$ cat src/rtl/disp_arb_pkg.sv
// Shared types and widths for the six-digit display arbiter.
// The hold-time preemption feature is enabled by defining DISP_ARB_PREEMPT_EN.
package disp_arb_pkg;

    typedef enum logic [1:0] {
        IDLE = 2'd0,
        OWN  = 2'd1,
        GAP  = 2'd2
    } state_e;

    localparam int SEG_W  = 42;
    localparam int DP_W   = 6;
    localparam int HOLD_W = 8;
    localparam int GAP_W  = 4;

endpackage

$ cat src/rtl/disp_arb_rr_pick.sv
// Combinational round-robin picker: one-hot grant to the first requester at or
// above ptr, wrapping, plus a valid flag when any request is present.
module disp_arb_rr_pick #(
    parameter int N  = 3,
    parameter int PW = 2
) (
    input  logic [N-1:0]  req,
    input  logic [PW-1:0] ptr,
    output logic [N-1:0]  gnt,
    output logic          valid
);

    localparam int SW = PW + 1;

    logic [SW-1:0] idx;
    logic          found;

    always_comb begin
        gnt   = '0;
        found = 1'b0;
        idx   = '0;
        for (int i = 0; i < N; i++) begin
            // One spare bit keeps ptr+i from overflowing before the wrap
            idx = {1'b0, ptr} + SW'(i);
            if (idx >= SW'(N)) begin
                idx = idx - SW'(N);
            end
            if (!found && req[idx[PW-1:0]]) begin
                gnt[idx[PW-1:0]] = 1'b1;
                found            = 1'b1;
            end
        end
    end

    assign valid = found;

endmodule

$ cat src/rtl/disp_arb.sv
// Round-robin owner of the six-digit display with a blank gap between owners.
// Define DISP_ARB_PREEMPT_EN to revoke an owner that has held MAX_HOLD ticks while others wait.
module disp_arb
    import disp_arb_pkg::*;
#(
    parameter int NUM_REQ    = 3,
    parameter int MAX_HOLD   = 8,
    parameter int GAP_CYCLES = 2
) (
    input  logic                     clk,
    input  logic                     rst_n,
    input  logic                     i_tick,
    input  logic [NUM_REQ-1:0]       i_req,
    input  logic [NUM_REQ*SEG_W-1:0] i_seg_bus,
    input  logic [NUM_REQ*DP_W-1:0]  i_dp_bus,
    output logic [NUM_REQ-1:0]       o_gnt,
    output logic [SEG_W-1:0]         o_six_digit_seg,
    output logic [DP_W-1:0]          o_six_dp,
    output logic                     o_busy,
    output state_e                   o_dbg_state
);

    localparam int PTR_W = $clog2(NUM_REQ);

    if (NUM_REQ < 2 || NUM_REQ > 8 || MAX_HOLD < 1 || MAX_HOLD > 255 ||
        GAP_CYCLES < 1 || GAP_CYCLES > 15) begin : g_param_check
        $error("disp_arb: parameter out of range");
    end

    state_e               state_q, state_d;
    logic [PTR_W-1:0]     ptr_q, ptr_d;
    logic [NUM_REQ-1:0]   gnt_q, gnt_d;
    logic [SEG_W-1:0]     seg_q, seg_d;
    logic [DP_W-1:0]      dp_q, dp_d;
    logic [GAP_W-1:0]     gap_q, gap_d;
`ifdef DISP_ARB_PREEMPT_EN
    logic [HOLD_W-1:0]    hold_q, hold_d;
`endif

    logic [NUM_REQ-1:0]   pick_gnt;
    logic                 pick_valid;
    logic [PTR_W-1:0]     owner_idx;
    logic [SEG_W-1:0]     own_seg;
    logic [DP_W-1:0]      own_dp;
    logic                 revoke;

    disp_arb_rr_pick #(
        .N  (NUM_REQ),
        .PW (PTR_W)
    ) u_rr_pick (
        .req   (i_req),
        .ptr   (ptr_q),
        .gnt   (pick_gnt),
        .valid (pick_valid)
    );

    // Owner's slice and index come straight from the one-hot grant register
    always_comb begin
        owner_idx = '0;
        own_seg   = '0;
        own_dp    = '0;
        for (int k = 0; k < NUM_REQ; k++) begin
            if (gnt_q[k]) begin
                owner_idx = PTR_W'(k);
                own_seg   = i_seg_bus[k*SEG_W +: SEG_W];
                own_dp    = i_dp_bus[k*DP_W +: DP_W];
            end
        end
    end

    always_comb begin
        state_d = state_q;
        ptr_d   = ptr_q;
        gnt_d   = gnt_q;
        seg_d   = '0;
        dp_d    = '0;
        gap_d   = gap_q;
        revoke  = 1'b0;
`ifdef DISP_ARB_PREEMPT_EN
        hold_d  = hold_q;
`endif
        case (state_q)
            IDLE: begin
                if (pick_valid) begin
                    state_d = OWN;
                    gnt_d   = pick_gnt;
`ifdef DISP_ARB_PREEMPT_EN
                    hold_d  = '0;
`endif
                end
            end
            OWN: begin
                revoke = ~|(i_req & gnt_q);
`ifdef DISP_ARB_PREEMPT_EN
                if (hold_q == HOLD_W'(MAX_HOLD) && |(i_req & ~gnt_q)) begin
                    revoke = 1'b1;
                end
`endif
                if (revoke) begin
                    // Release and preemption share this single exit path
                    state_d = GAP;
                    gnt_d   = '0;
                    gap_d   = '0;
                    ptr_d   = (owner_idx == PTR_W'(NUM_REQ - 1)) ? '0 : owner_idx + PTR_W'(1);
                end else begin
                    seg_d = own_seg;
                    dp_d  = own_dp;
`ifdef DISP_ARB_PREEMPT_EN
                    if (i_tick && hold_q != HOLD_W'(MAX_HOLD)) begin
                        hold_d = hold_q + HOLD_W'(1);
                    end
`endif
                end
            end
            GAP: begin
                gap_d = gap_q + GAP_W'(1);
                if (gap_q == GAP_W'(GAP_CYCLES - 1)) begin
                    state_d = IDLE;
                end
            end
            default: begin
                state_d = IDLE;
                gnt_d   = '0;
            end
        endcase
    end

    always_ff @(posedge clk or negedge rst_n) begin
        if (!rst_n) begin
            state_q <= IDLE;
            ptr_q   <= '0;
            gnt_q   <= '0;
            seg_q   <= '0;
            dp_q    <= '0;
            gap_q   <= '0;
        end else begin
            state_q <= state_d;
            ptr_q   <= ptr_d;
            gnt_q   <= gnt_d;
            seg_q   <= seg_d;
            dp_q    <= dp_d;
            gap_q   <= gap_d;
        end
    end

`ifdef DISP_ARB_PREEMPT_EN
    always_ff @(posedge clk or negedge rst_n) begin
        if (!rst_n) begin
            hold_q <= '0;
        end else begin
            hold_q <= hold_d;
        end
    end
`else
    logic unused_tick;
    assign unused_tick = i_tick;
`endif

    assign o_gnt           = gnt_q;
    assign o_six_digit_seg = seg_q;
    assign o_six_dp        = dp_q;
    assign o_busy          = (state_q != IDLE);
    assign o_dbg_state     = state_q;

endmodule

$ cat config.mk
export PLATFORM = sky130hd
export DESIGN_NAME = disp_arb
export DESIGN_NICKNAME = d
export VERILOG_FILES = /design/src/rtl/disp_arb_pkg.sv /design/src/rtl/disp_arb_rr_pick.sv /design/src/rtl/disp_arb.sv
export SDC_FILE = /design/constraint.sdc
export NUM_CORES = 1
export LEC_CHECK = 0
export BUFFER_PORTS_ARGS = -buffer_cell sky130_fd_sc_hd__buf_2
export CAP_MARGIN = 0
export CORE_UTILIZATION = 25
export CTS_BUF_LIST = sky130_fd_sc_hd__clkbuf_16
export CTS_CLUSTER_SIZE = 12
export DETAILED_ROUTE_END_ITERATION = 10
export GPL_TIMING_DRIVEN = 0
export HOLD_SLACK_MARGIN = 0.03
export PLACE_DENSITY = 0.51
export RECOVER_POWER = 25
export SETUP_SLACK_MARGIN = 0.2
export SYNTH_ARGS = -nofsm -noshare
export SYNTH_HDL_FRONTEND = slang
export SYNTH_SLANG_ARGS = --single-unit
$ cat constraint.sdc
create_clock -name clk -period 1.9 [get_ports clk]
set_input_delay 0.19 -clock clk [delete_from_list [all_inputs] [get_ports clk]]
set_output_delay 0.19 -clock clk [all_outputs]
set_load 0.05 [all_outputs]
==> results.json <==
{
  "outcome": "finished, final reports clean",
  "r2r-end": "o_gnt[2]",
  "cp-startpoint": "ptr_q[0]",
  "grt_pass1_vias": 3453,
  "dieArea_um2": 12800,
  "grt_usage_pct": 17.1,
  "place.port_buffers": 202,
  "clkPwrFrac_pct": 22.7,
  "drive_above_1_share_pct": 38.5,
  "intPower_w": 0.00352,
  "drc": 0,
  "p_comb_share_pct": 51.1,
  "power.switching_w": 0.00256,
  "finClkSkew_ps": 6.27,
  "num_antenna_cells": 0,
  "rows": 40,
  "route.top_layer_used": "met4",
  "crit_path_end_kind": "flop",
  "htree_num_levels": 3,
  "grt_pass1_wl_um": 17000,
  "crit_chain": "inv_4 > ha_4 > buf_8 > a211oi_4 > o21ai_2 > nand2_1 > buf_6 > mux2i_1",
  "p_sw_share_pct": 42.1,
  "initial_core_util_pct": 25.7,
  "finalWorstSetupSlack_ps": 202,
  "slowest_stage": "dfrtp_2",
  "start_kind": "flop",
  "endpoint": "o_gnt[2]",
  "p_leak_nw": 2.37,
  "r2r_cells": 8,
  "via_per_inst": 4.60,
  "die_h_um": 113,
  "cts_buffer_depth": 2,
  "final.period_utilization_pct": 89.4,
  "drt-total-wl_um": 11000,
  "hold_viol": 0,
  "n_fill_cell": 1304,
  "path_max_fanout": 7,
  "vias": 3482,
  "worstPathArrival_ps": 1930,
  "antenna_found_initial": 0,
  "setup-tns-final_ps": 0,
  "path_clk_slew_ps": 50,
  "syn_to_final_growth_pct": 55.4,
  "synth_cell_types": 35,
  "power.density_nw_per_um2": 1260,
  "yosys_warnings": 0,
  "max_slew_margin_pct": 50.2,
  "irDropWorstVdd_uv": 447,
  "grt_max_degree": 60,
  "final_util_pct": 39.9,
  "holdPathStages": 3,
  "gp_congestion": 0.806,
  "ant_nets": 0,
  "avgSynthCellArea_um2": 8.65,
  "grt_setup_unrepaired": "yes",
  "synth_top_cell_by_area": "dfrtp_1",
  "drt-met1-wl_um": 4730,
  "dp_hpwl_um": 8210,
  "cts_sinks": 59,
  "total_power_w": 0.00608,
  "syn_nets": 514,
  "seq_power_share_pct": 26.3,
  "hold_path.class": "in -> reg",
  "routed-wl-met3_um": 718,
  "yosysSeqAreaShare_pct": 47.7,
  "core_area_um2": 12100,
  "setup-violations-final": 0,
  "synth-seq-cells": 59,
  "cp_data_required_time_ps": 2130,
  "insertion_delay_ps": 320,
  "io_pins": 204,
  "clockRootBuffer": "clkbuf_16",
  "first_pass_iters": 4,
  "place_ws_ps": 10.2,
  "grt_overflow": 0,
  "fin_nets": 742,
  "cap_viol_max_count": 0,
  "fmax_ghz": 0.589,
  "path_class": "reg -> reg",
  "reg2reg_from": "ptr_q[0]",
  "cts_inserted_buffers": 9,
  "syn_area_um2": 3100,
  "cts_tree": "built",
  "critical-path-max-stage-delay_ps": 470,
  "wl_met2_um": 5360,
  "tightest_slew_ps": 747,
  "r2r_slack_ps": 200,
  "min_period_ps": 1700,
  "synth_area_leaders": "dfrtp_1 (48%), nor2_1 (12%), a22oi_1 (12%)",
  "synth_top_area_share_pct": 47.7,
  "synthCells": 358,
  "die_w_um": 113,
  "dr.first_iter.drc_count": 125,
  "maxSlewViolCount": 0,
  "detail_route.wl_per_cell_um": 14.5
}
layout by cell type, fill, tap and decap left out, types with 5 or more instances in the layout:
master / synthesis / layout
buf_6: 3 / 5
o21ai_0: 7 / 7
nor2_1: 100 / 98
a22oi_1: 48 / 48
clkbuf_16: 0 / 9
inv_1: 11 / 8
nand2_1: 8 / 7
buf_2: 8 / 160
dfrtp_1: 59 / 54
clkbuf_1: 13 / 52
dfrtp_2: 0 / 5
a21oi_1: 51 / 49
buf_4: 0 / 14
cell type report:
class / instances / area (um2) / share of cell area (%)
repair buffers: 217 / 1080 / 22.4
inverters: 11 / 43.8 / 0.910
flip-flops and latches: 59 / 1480 / 30.8
plain buffers: 28 / 186 / 3.87
clock inverters: 5 / 22.5 / 0.468
multi-input cells: 260 / 1560 / 32.5
well taps: 168 / 210 / 4.37
clock buffers: 9 / 225 / 4.68
cells by family (layout without fill, tap and decap cells):
group                      count (synthesis)  in the layout  share of synthesized area, %
and+or+nand+nor                          125            125                          16.7
AOI/OAI and AO/OA                        122            122                          25.2
DFF                                       59             59                          47.7
buffers and inverters                     39            270                          5.78
adders and majority gates                  6              6                          2.42
muxes                                      5              5                          1.66
xor gates and xnor gates                   2              2                         0.566
layer usage:
layer / global-route usage (%) / vias up
li1: - / 1708
met1: 20.6 / 1627
met2: 30.1 / 136
met3: 3.86 / 11
met4: 5.88 / 0
met5: 0 / -
power groups by stage:
stage	Sequential (W)	Clock (W)	Combinational [W]
2_1_floorplan	0.00194	0	0.00152
3_3_place_gp	0.00158	0	0.00263
3_5_place_dp	0.00158	0	0.00266
4_1_cts	0.00159	0.00142	0.00289
5_1_grt	0.00162	0.00149	0.00342
6_report	0.00160	0.00138	0.00311
cell usage after synthesis, drive strengths merged:
master  instances
o211a           1
a32o            2
buf            15
dfrtp          59
o211ai          1
nor2          100
a21oi          51
a222oi          1
mux2i           4
inv            11
xor2            2
a22o            1
nand2b          4
nor3b           1
and3            1
o22ai           1
o21ai           8
or3b            1
a211oi          2
nor2b           1
o31ai           3
and2            2
nand2           8
ha              6
clkbuf         13
nand3b          3
nand3           4
o32ai           1
a22oi          48
mux2            1
o21a            2
metrics by stage:
stage	cell area, um2	hold slack (ps)	cells
final	4810	111	757
after global routing	4810	116	757
after global placement	4330	433	728
after detailed placement	4330	440	728
after floorplan	3110	-106	358
after CTS	4700	104	747
sequential cells by signal, indices dropped and copies added (netlist names):
register         flops
o_six_digit_seg     42
o_six_dp             6
gap_q                4
o_gnt                3
o_dbg_state          2
ptr_q                2
worst min path at each step:
| stage | end | start | slack [ps] |
|---|---|---|---|
| 6_report | o_six_digit_seg[6] | i_seg_bus[90] | 110 |
| 2_1_floorplan | gap_q[0] | rst_n | -110 |
| 5_1_grt | o_six_digit_seg[6] | i_seg_bus[90] | 120 |
| 4_1_cts | o_six_digit_seg[9] | i_seg_bus[93] | 100 |
| 3_5_place_dp | o_six_digit_seg[9] | i_seg_bus[93] | 440 |
| 3_3_place_gp | o_six_dp[0] | i_dp_bus[12] | 430 |
critical path, delay by kind of cell, from the launching register on:
kind | cells | cell delay (ps)
adder cells (fa/ha/maj) | 1 | 210
AND/OR/NAND/NOR | 1 | 90
flip-flops | 1 | 470
multiplexers | 1 | 180
buffers and inverters | 3 | 350
AO/OA/AOI/OAI | 2 | 310
repair_timing:
item | CTS | global route
buffers inserted | 5 | 9
pin swaps | 5 | 7
hold endpoints to repair | 0 | 28
endpoints found under the setup margin | 56 | 44
resized for setup | 22 | 26
hold buffers | 0 | 1
Power figures use the tool's default switching activity.
